<file path="src/rtl/pipeline_ctrl.sv">
// ============================================================================
// Module      : pipeline_ctrl
// Description : Control plane for a block-wide in-order 5-stage SIMT pipeline
//               (IF/ID/EX/MEM/WB). Tracks stage valids and destination tags,
//               detects RAW hazards, stalls on busy LSUs, flushes on taken
//               branches and drains the pipeline on RET.
//               Optional feature macro: FORWARDING_EN (MEM/WB operand
//               forwarding instead of RAW stalls).
// Revision    : 1.0 - initial release
// ============================================================================
`default_nettype none

module pipeline_ctrl #(
    parameter int THREADS_PER_BLOCK = 4,
    parameter int PC_BITS           = 8,
    parameter int REG_ADDR_BITS     = 4
) (
    input  logic                                 clk,
    input  logic                                 reset,
    input  logic                                 start,
    input  logic [$clog2(THREADS_PER_BLOCK):0]   thread_count,
    input  logic                                 if_valid,
    input  logic [PC_BITS-1:0]                   if_pc,
    output logic                                 if_ready,
    input  logic [REG_ADDR_BITS-1:0]             id_rs,
    input  logic [REG_ADDR_BITS-1:0]             id_rt,
    input  logic [REG_ADDR_BITS-1:0]             id_rd,
    input  logic                                 id_reg_write,
    input  logic                                 id_mem,
    input  logic                                 id_load,
    input  logic                                 id_ret,
    input  logic [THREADS_PER_BLOCK-1:0]         mem_busy,
    input  logic                                 branch_taken,
    input  logic [PC_BITS-1:0]                   branch_target,
    output logic [4:0]                           stage_valid,
    output logic                                 stall,
    output logic                                 flush,
    output logic                                 redirect_valid,
    output logic [PC_BITS-1:0]                   redirect_pc,
    output logic [1:0]                           fwd_rs_sel,
    output logic [1:0]                           fwd_rt_sel,
    output logic                                 done
);

    localparam int c_TC_W = $clog2(THREADS_PER_BLOCK) + 1;

    typedef enum logic [1:0] {
        S_IDLE  = 2'd0,
        S_RUN   = 2'd1,
        S_DRAIN = 2'd2,
        S_DONE  = 2'd3
    } state_t;

    state_t r_state;
    state_t w_state_next;

    // Stage valids: [0]=IF [1]=ID [2]=EX [3]=MEM [4]=WB.
    logic [4:0]               r_valid;
    // Decoded tags exist from EX onward; the ID tags come straight from the decoder.
    logic [REG_ADDR_BITS-1:0] r_rd [2:4];
    logic [4:2]               r_rw;
    logic [4:2]               r_ret;
    logic [3:2]               r_mem;
    logic [3:2]               r_load;

    logic [THREADS_PER_BLOCK-1:0] w_active;
    logic [4:2]               w_rs_hit;
    logic [4:2]               w_rt_hit;
    logic                     w_mem_stall;
    logic                     w_hazard_raw;
    logic                     w_hazard;
    logic                     w_flush;
    logic                     w_ret_in_id;
    logic                     w_to_drain;
    logic                     w_front_kill;
    logic                     w_fetch;
    logic                     w_unused_ok;

    // Lane i participates in the LSU stall only when it is below thread_count.
    genvar gi;
    generate
        for (gi = 0; gi < THREADS_PER_BLOCK; gi++) begin : g_lane
            assign w_active[gi] = (thread_count > c_TC_W'(gi));
        end
    endgenerate

    assign w_mem_stall  = r_valid[3] & r_mem[3] & (|(mem_busy & w_active));
    // A branch waits in EX while MEM is frozen; it re-presents once the stall clears.
    assign w_flush      = r_valid[2] & branch_taken & ~w_mem_stall;
    // A flushed ID instruction cannot cause a hazard.
    assign w_hazard     = w_hazard_raw & ~w_flush;
    assign stall        = w_mem_stall | w_hazard;
    assign w_ret_in_id  = r_valid[1] & id_ret;
    assign w_to_drain   = (r_state == S_RUN) & w_ret_in_id & ~stall & ~w_flush;
    // Instructions fetched behind a RET (or on the wrong path) never reach EX.
    assign w_front_kill = w_flush | w_to_drain | (r_state != S_RUN);
    assign w_fetch      = if_valid & if_ready;

    assign stage_valid    = r_valid;
    assign flush          = w_flush;
    assign redirect_valid = w_flush;
    assign redirect_pc    = w_flush ? branch_target : '0;

    // Per-source register matches against in-flight writers, ID must be valid.
    always_comb begin
        w_rs_hit = '0;
        w_rt_hit = '0;
        for (int s = 2; s <= 4; s++) begin
            w_rs_hit[s] = r_valid[1] & r_valid[s] & r_rw[s] & (r_rd[s] == id_rs);
            w_rt_hit[s] = r_valid[1] & r_valid[s] & r_rw[s] & (r_rd[s] == id_rt);
        end
    end

`ifdef FORWARDING_EN
    // EX producers and loads still in MEM cannot be forwarded yet; the rest bypass.
    assign w_hazard_raw = (w_rs_hit[2] | w_rt_hit[2]) |
                          ((w_rs_hit[3] | w_rt_hit[3]) & r_load[3]);
    assign fwd_rs_sel   = w_rs_hit[3] ? 2'b01 : (w_rs_hit[4] ? 2'b10 : 2'b00);
    assign fwd_rt_sel   = w_rt_hit[3] ? 2'b01 : (w_rt_hit[4] ? 2'b10 : 2'b00);
    assign w_unused_ok  = &{1'b0, if_pc};
`else
    assign w_hazard_raw = |(w_rs_hit | w_rt_hit);
    assign fwd_rs_sel   = 2'b00;
    assign fwd_rt_sel   = 2'b00;
    assign w_unused_ok  = &{1'b0, if_pc, r_load};
`endif

    // State register.
    always_ff @(posedge clk) begin
        if (reset) begin
            r_state <= S_IDLE;
        end else begin
            r_state <= w_state_next;
        end
    end

    // Next-state and state-derived outputs.
    always_comb begin
        w_state_next = r_state;
        done         = 1'b0;
        if_ready     = 1'b0;
        case (r_state)
            S_IDLE: begin
                if (start) w_state_next = S_RUN;
            end
            S_RUN: begin
                if_ready = ~stall & ~w_ret_in_id;
                if (w_to_drain) w_state_next = S_DRAIN;
            end
            S_DRAIN: begin
                if (r_valid[4] & r_ret[4]) w_state_next = S_DONE;
            end
            S_DONE: begin
                done = 1'b1;
            end
            default: w_state_next = S_IDLE;
        endcase
    end

    // Stage valid/tag advance: MEM stall freezes IF..MEM, hazard bubbles EX.
    always_ff @(posedge clk) begin
        if (reset) begin
            r_valid <= '0;
            r_rw    <= '0;
            r_ret   <= '0;
            r_mem   <= '0;
            r_load  <= '0;
            for (int s = 2; s <= 4; s++) begin
                r_rd[s] <= '0;
            end
        end else if (w_mem_stall) begin
            r_valid[4] <= 1'b0;
        end else begin
            r_valid[4] <= r_valid[3];
            r_rd[4]    <= r_rd[3];
            r_rw[4]    <= r_rw[3];
            r_ret[4]   <= r_ret[3];
            r_valid[3] <= r_valid[2];
            r_rd[3]    <= r_rd[2];
            r_rw[3]    <= r_rw[2];
            r_ret[3]   <= r_ret[2];
            r_mem[3]   <= r_mem[2];
            r_load[3]  <= r_load[2];
            if (w_hazard) begin
                r_valid[2] <= 1'b0;
            end else begin
                r_valid[2] <= r_valid[1] & ~w_flush;
                r_rd[2]    <= id_rd;
                r_rw[2]    <= id_reg_write;
                r_ret[2]   <= id_ret;
                r_mem[2]   <= id_mem;
                r_load[2]  <= id_load;
                r_valid[1] <= r_valid[0] & ~w_front_kill;
                r_valid[0] <= w_fetch & ~w_front_kill;
            end
        end
    end

endmodule

`default_nettype wire

</file>
<file path="config.mk">
export PLATFORM = sky130hd
export DESIGN_NAME = pipeline_ctrl
export DESIGN_NICKNAME = d
export VERILOG_FILES = /design/src/rtl/pipeline_ctrl.sv
export SDC_FILE = /design/constraint.sdc
export NUM_CORES = 1
export LEC_CHECK = 0
export CORE_ASPECT_RATIO = 0.75
export CORE_MARGIN = 3
export CORE_UTILIZATION = 46
export CTS_CLUSTER_SIZE = 25
export DETAILED_ROUTE_END_ITERATION = 12
export PLACE_DENSITY = 0.87
export SYNTH_ARGS = -nofsm -noshare
export SYNTH_HDL_FRONTEND = slang
export SYNTH_SLANG_ARGS = --single-unit
</file>
<file path="constraint.sdc">
create_clock -name clk -period 4.2 [get_ports clk]
set_clock_uncertainty 0.2 [all_clocks]
set_input_delay 0.42 -clock clk [delete_from_list [all_inputs] [get_ports clk]]
set_output_delay 0.42 -clock clk [all_outputs]
set_load 0.005 [all_outputs]
</file>
==> flow_summary.json, run 1 <==
{
  "cts.sinks": 27,
  "grt_max_degree": 26,
  "synth_compound_area_share_pct": 5.13,
  "holdWs_ns": 0.288,
  "grt-ovfl-total": 0,
  "clk_latency_ns": 0.27,
  "status": "complete, no violations",
  "fin_nets": 258,
  "cts_tree": "done",
  "synth.mux.area_fraction_pct": 6.22,
  "synth_fa_ha_area_share_pct": 3.11,
  "die_h_um": 57.2,
  "crit_buf_inv": 3,
  "grt.total_usage_pct": 17.9,
  "syn2layout_area_growth_pct": 35.7,
  "path_clk_slew_ns": 0.09,
  "numCtsBuffers": 3,
  "critPathMaxStageDelay_ns": 0.50,
  "crit_start": "mem_busy[2]",
  "syn_area_mm2": 0.00161,
  "cts_setup_buffers": 0,
  "grt_pass1_wl_um": 5800,
  "core_mm2": 0.00315,
  "min_path_type": "reg2reg",
  "min_period_ns": 3.59,
  "finalHoldViolCount": 0,
  "routed_via_density": 5.20,
  "n_antenna_cell": 0,
  "ctsLongestPathBuffers": 2,
  "avgSynthCellArea_um2": 10.2,
  "vias": 1285,
  "p_leak_nw": 0.824,
  "power_density_mw_per_mm2": 290,
  "required_ns": 3.58,
  "drc_errors": 0,
  "ys_types": 36,
  "worst_slew_margin_rel_pct": 45.9,
  "gp_congestion": 0.972,
  "port-buffer-count": 52,
  "ctsHtreeMaxLevel": 1,
  "n_fill_cell": 246,
  "antenna_found_initial": 0,
  "dpl_cell_area_mm2": 0.00214,
  "synth_top_family_by_area": "simple AND/OR/NAND/NOR gates",
  "rows": 17,
  "crit_family": "buffers and inverters",
  "ant_nets": 0,
  "fin_setup_tns_ns": 0,
  "dp_hpwl_um": 2820,
  "fin_cells": 247,
  "r2r-start": "stage_valid[3]",
  "cts_hold_buf": 0,
  "r2r_cells": 7,
  "critPathMaxFanout": 11,
  "crit_chain": "clkdlybuf4s50_1 > o21a_1 > nor3_2 > o22ai_2 > nor4_4 > buf_4 > or2_1 > and3_1 > clkdlybuf4s50_1",
  "synthSimpleGateAreaFrac_pct": 26.1,
  "synth_cells": 158,
  "r2r-end": "r_rd[2][3]",
  "wl_um": 3620,
  "cts_root_buffer": "clkbuf_8",
  "fmax_mhz": 278,
  "ys_async_sr_fraction_pct": 0,
  "yosysWarningCount": 0,
  "synthXorXnorAreaFrac_pct": 13.1,
  "fin_crit_sh_pct": 85.5,
  "initial_utilization_pct": 51.2,
  "place_inst": 243,
  "setup_violations": 0,
  "drive_gt1_share_pct": 7.18,
  "maxCapViolations": 0,
  "endpoint": "if_ready",
  "path_common_cell": "clkdlybuf4s50_1",
  "crit_type": "in2out",
  "cts_resized": 0,
  "critPathArrivalTime_ns": 2.97,
  "die_area_mm2": 0.00425,
  "cp-start-kind": "input port",
  "report.final.slew_viol_count": 0,
  "worstSetupPathDepth": 9,
  "grt_pass1_vias": 1308,
  "stdcell_area_mm2": 0.00219,
  "vdd_ir_drop_max_mv": 0.157,
  "rrSetupSlack_ns": 1.80,
  "worst-slew-pin-transition_ns": 0.809,
  "first_iter_violations": 92,
  "endpoint_kind": "primary output",
  "wl_per_cell_um": 14.7,
  "fin_util_pct": 69.4,
  "ys_seq_elements": 27,
  "yosysSeqAreaShare_pct": 41.0,
  "synthFlopType": "dfxtp_1",
  "synth_edf_count": 12,
  "slowest_stage": "clkdlybuf4s50_1",
  "die_x_um": 74.3,
  "rsz0062_at_grt": "no",
  "drt_first_pass_iters": 6,
  "io_pins": 66
}
[worst min path at each step]
stage / cells past startpoint / startpoint / to
detailed placement: 2 / r_mem[2] / r_mem[3]
global placement: 2 / r_mem[2] / r_mem[2]
finish: 2 / r_mem[2] / r_mem[3]
CTS: 2 / r_mem[2] / r_mem[3]
floorplan: 2 / r_mem[2] / r_mem[3]
global route: 2 / r_mem[2] / r_mem[2]
[worst register-to-register path: stages (launching register included)]
cell and delay, ns:
dfxtp_1 0.41, nand3_1 0.12, o22ai_2 0.55, nor2_1 0.12, buf_4 0.20, or2_1 0.35, inv_4 0.13, nor3b_2 0.05
[power breakdown]
part | internal [mW] | leakage (nW) | switching (mW)
clock | 0.0702 | 0.0257 | 0.0760
combinational | 0.103 | 0.533 | 0.0725
sequential | 0.293 | 0.266 | 0.0201
total | 0.465 | 0.824 | 0.169
[flip-flops by register name, indices dropped and copies added (netlist names)]
name	cells
r_state	2
r_mem	2
r_ret	3
stage_valid	5
r_rw	3
r_rd	12
[cell usage after synthesis (2+ instances only)]
| cell type | n | area, um2 |
|---|---|---|
| xnor2_1 | 24 | 210 |
| and2_1 | 17 | 106 |
| dfxtp_1 | 15 | 300 |
| edfxtp_1 | 12 | 360 |
| nor2_1 | 12 | 45.0 |
| mux2i_1 | 10 | 100 |
| nand2b_1 | 9 | 56.3 |
| nand4_1 | 6 | 37.5 |
| buf_4 | 5 | 37.5 |
| ha_1 | 4 | 50.1 |
| nand3_1 | 4 | 20.0 |
| nor3b_2 | 4 | 50.1 |
| a21oi_1 | 3 | 15.0 |
| and3_1 | 3 | 18.8 |
| clkbuf_1 | 3 | 11.3 |
| inv_1 | 3 | 11.3 |
| nand2_1 | 3 | 11.3 |
| nor2b_1 | 2 | 12.5 |
| nor3_1 | 2 | 10.0 |
[layer usage]
layer	track usage, %	up-vias	part of all wire [%]
met3	3.52	11	7.0
met4	7.61	0	2.6
met2	28.8	63	46
li1	-	632	-
met1	23.4	579	44
met5	0	-	0
[per-stage QoR]
stage | total power [mW] | setup slack [ns]
2_1_floorplan | 0.413 | 1.89
3_3_place_gp | 0.476 | 0.640
3_5_place_dp | 0.492 | 0.618
4_1_cts | 0.638 | 0.589
5_1_grt | 0.667 | 0.453
6_report | 0.634 | 0.608
[final cells by class]
cell class	count	area, um2	share of cell area (%)
Clock buffer	4	46.3	2.12
Tap cell	38	47.5	2.18
Inverter	4	17.5	0.801
Timing Repair Buffer	54	536	24.5
Multi-Input combinational cell	120	878	40.2
Sequential cell	27	661	30.2
[cells in the final DEF, fill, tap and decap left out, drive strengths merged, types with 2 or more instances in the layout]
cell	count
inv	4
nand4	6
a21oi	4
nand2b	9
edfxtp	12
nor3	3
mux2i	10
buf	2
ha	4
xnor2	24
nor2b	2
nand2	3
nand3	4
clkdlybuf4s50	52
and2	17
dfxtp	15
and3	3
clkbuf	4
nor3b	4
conb	4
nor2	12
[kinds of logic (layout without fill, tap and decap cells)]
family / after synthesis / after routing
adder cells (fa/ha/maj): 4 / 4
other: 1 / 4
multiplexers: 10 / 10
flip-flops: 27 / 27
AO/OA/AOI/OAI: 11 / 11
XOR/XNOR: 24 / 24
buffers and inverters: 14 / 62
AND/OR/NAND/NOR: 67 / 67
Note: power is estimated with default switching activity, not from simulation.
==> run 2, diff against run 1 <==
--- a/config.mk
+++ b/config.mk
@@ -14,3 +14,4 @@
 export SYNTH_ARGS = -nofsm -noshare
 export SYNTH_HDL_FRONTEND = slang
 export SYNTH_SLANG_ARGS = --single-unit
+export TNS_END_PERCENT = 100
==> results of run 2 <==
No change in the layout: final DEF, timing and power equal those of run 1.
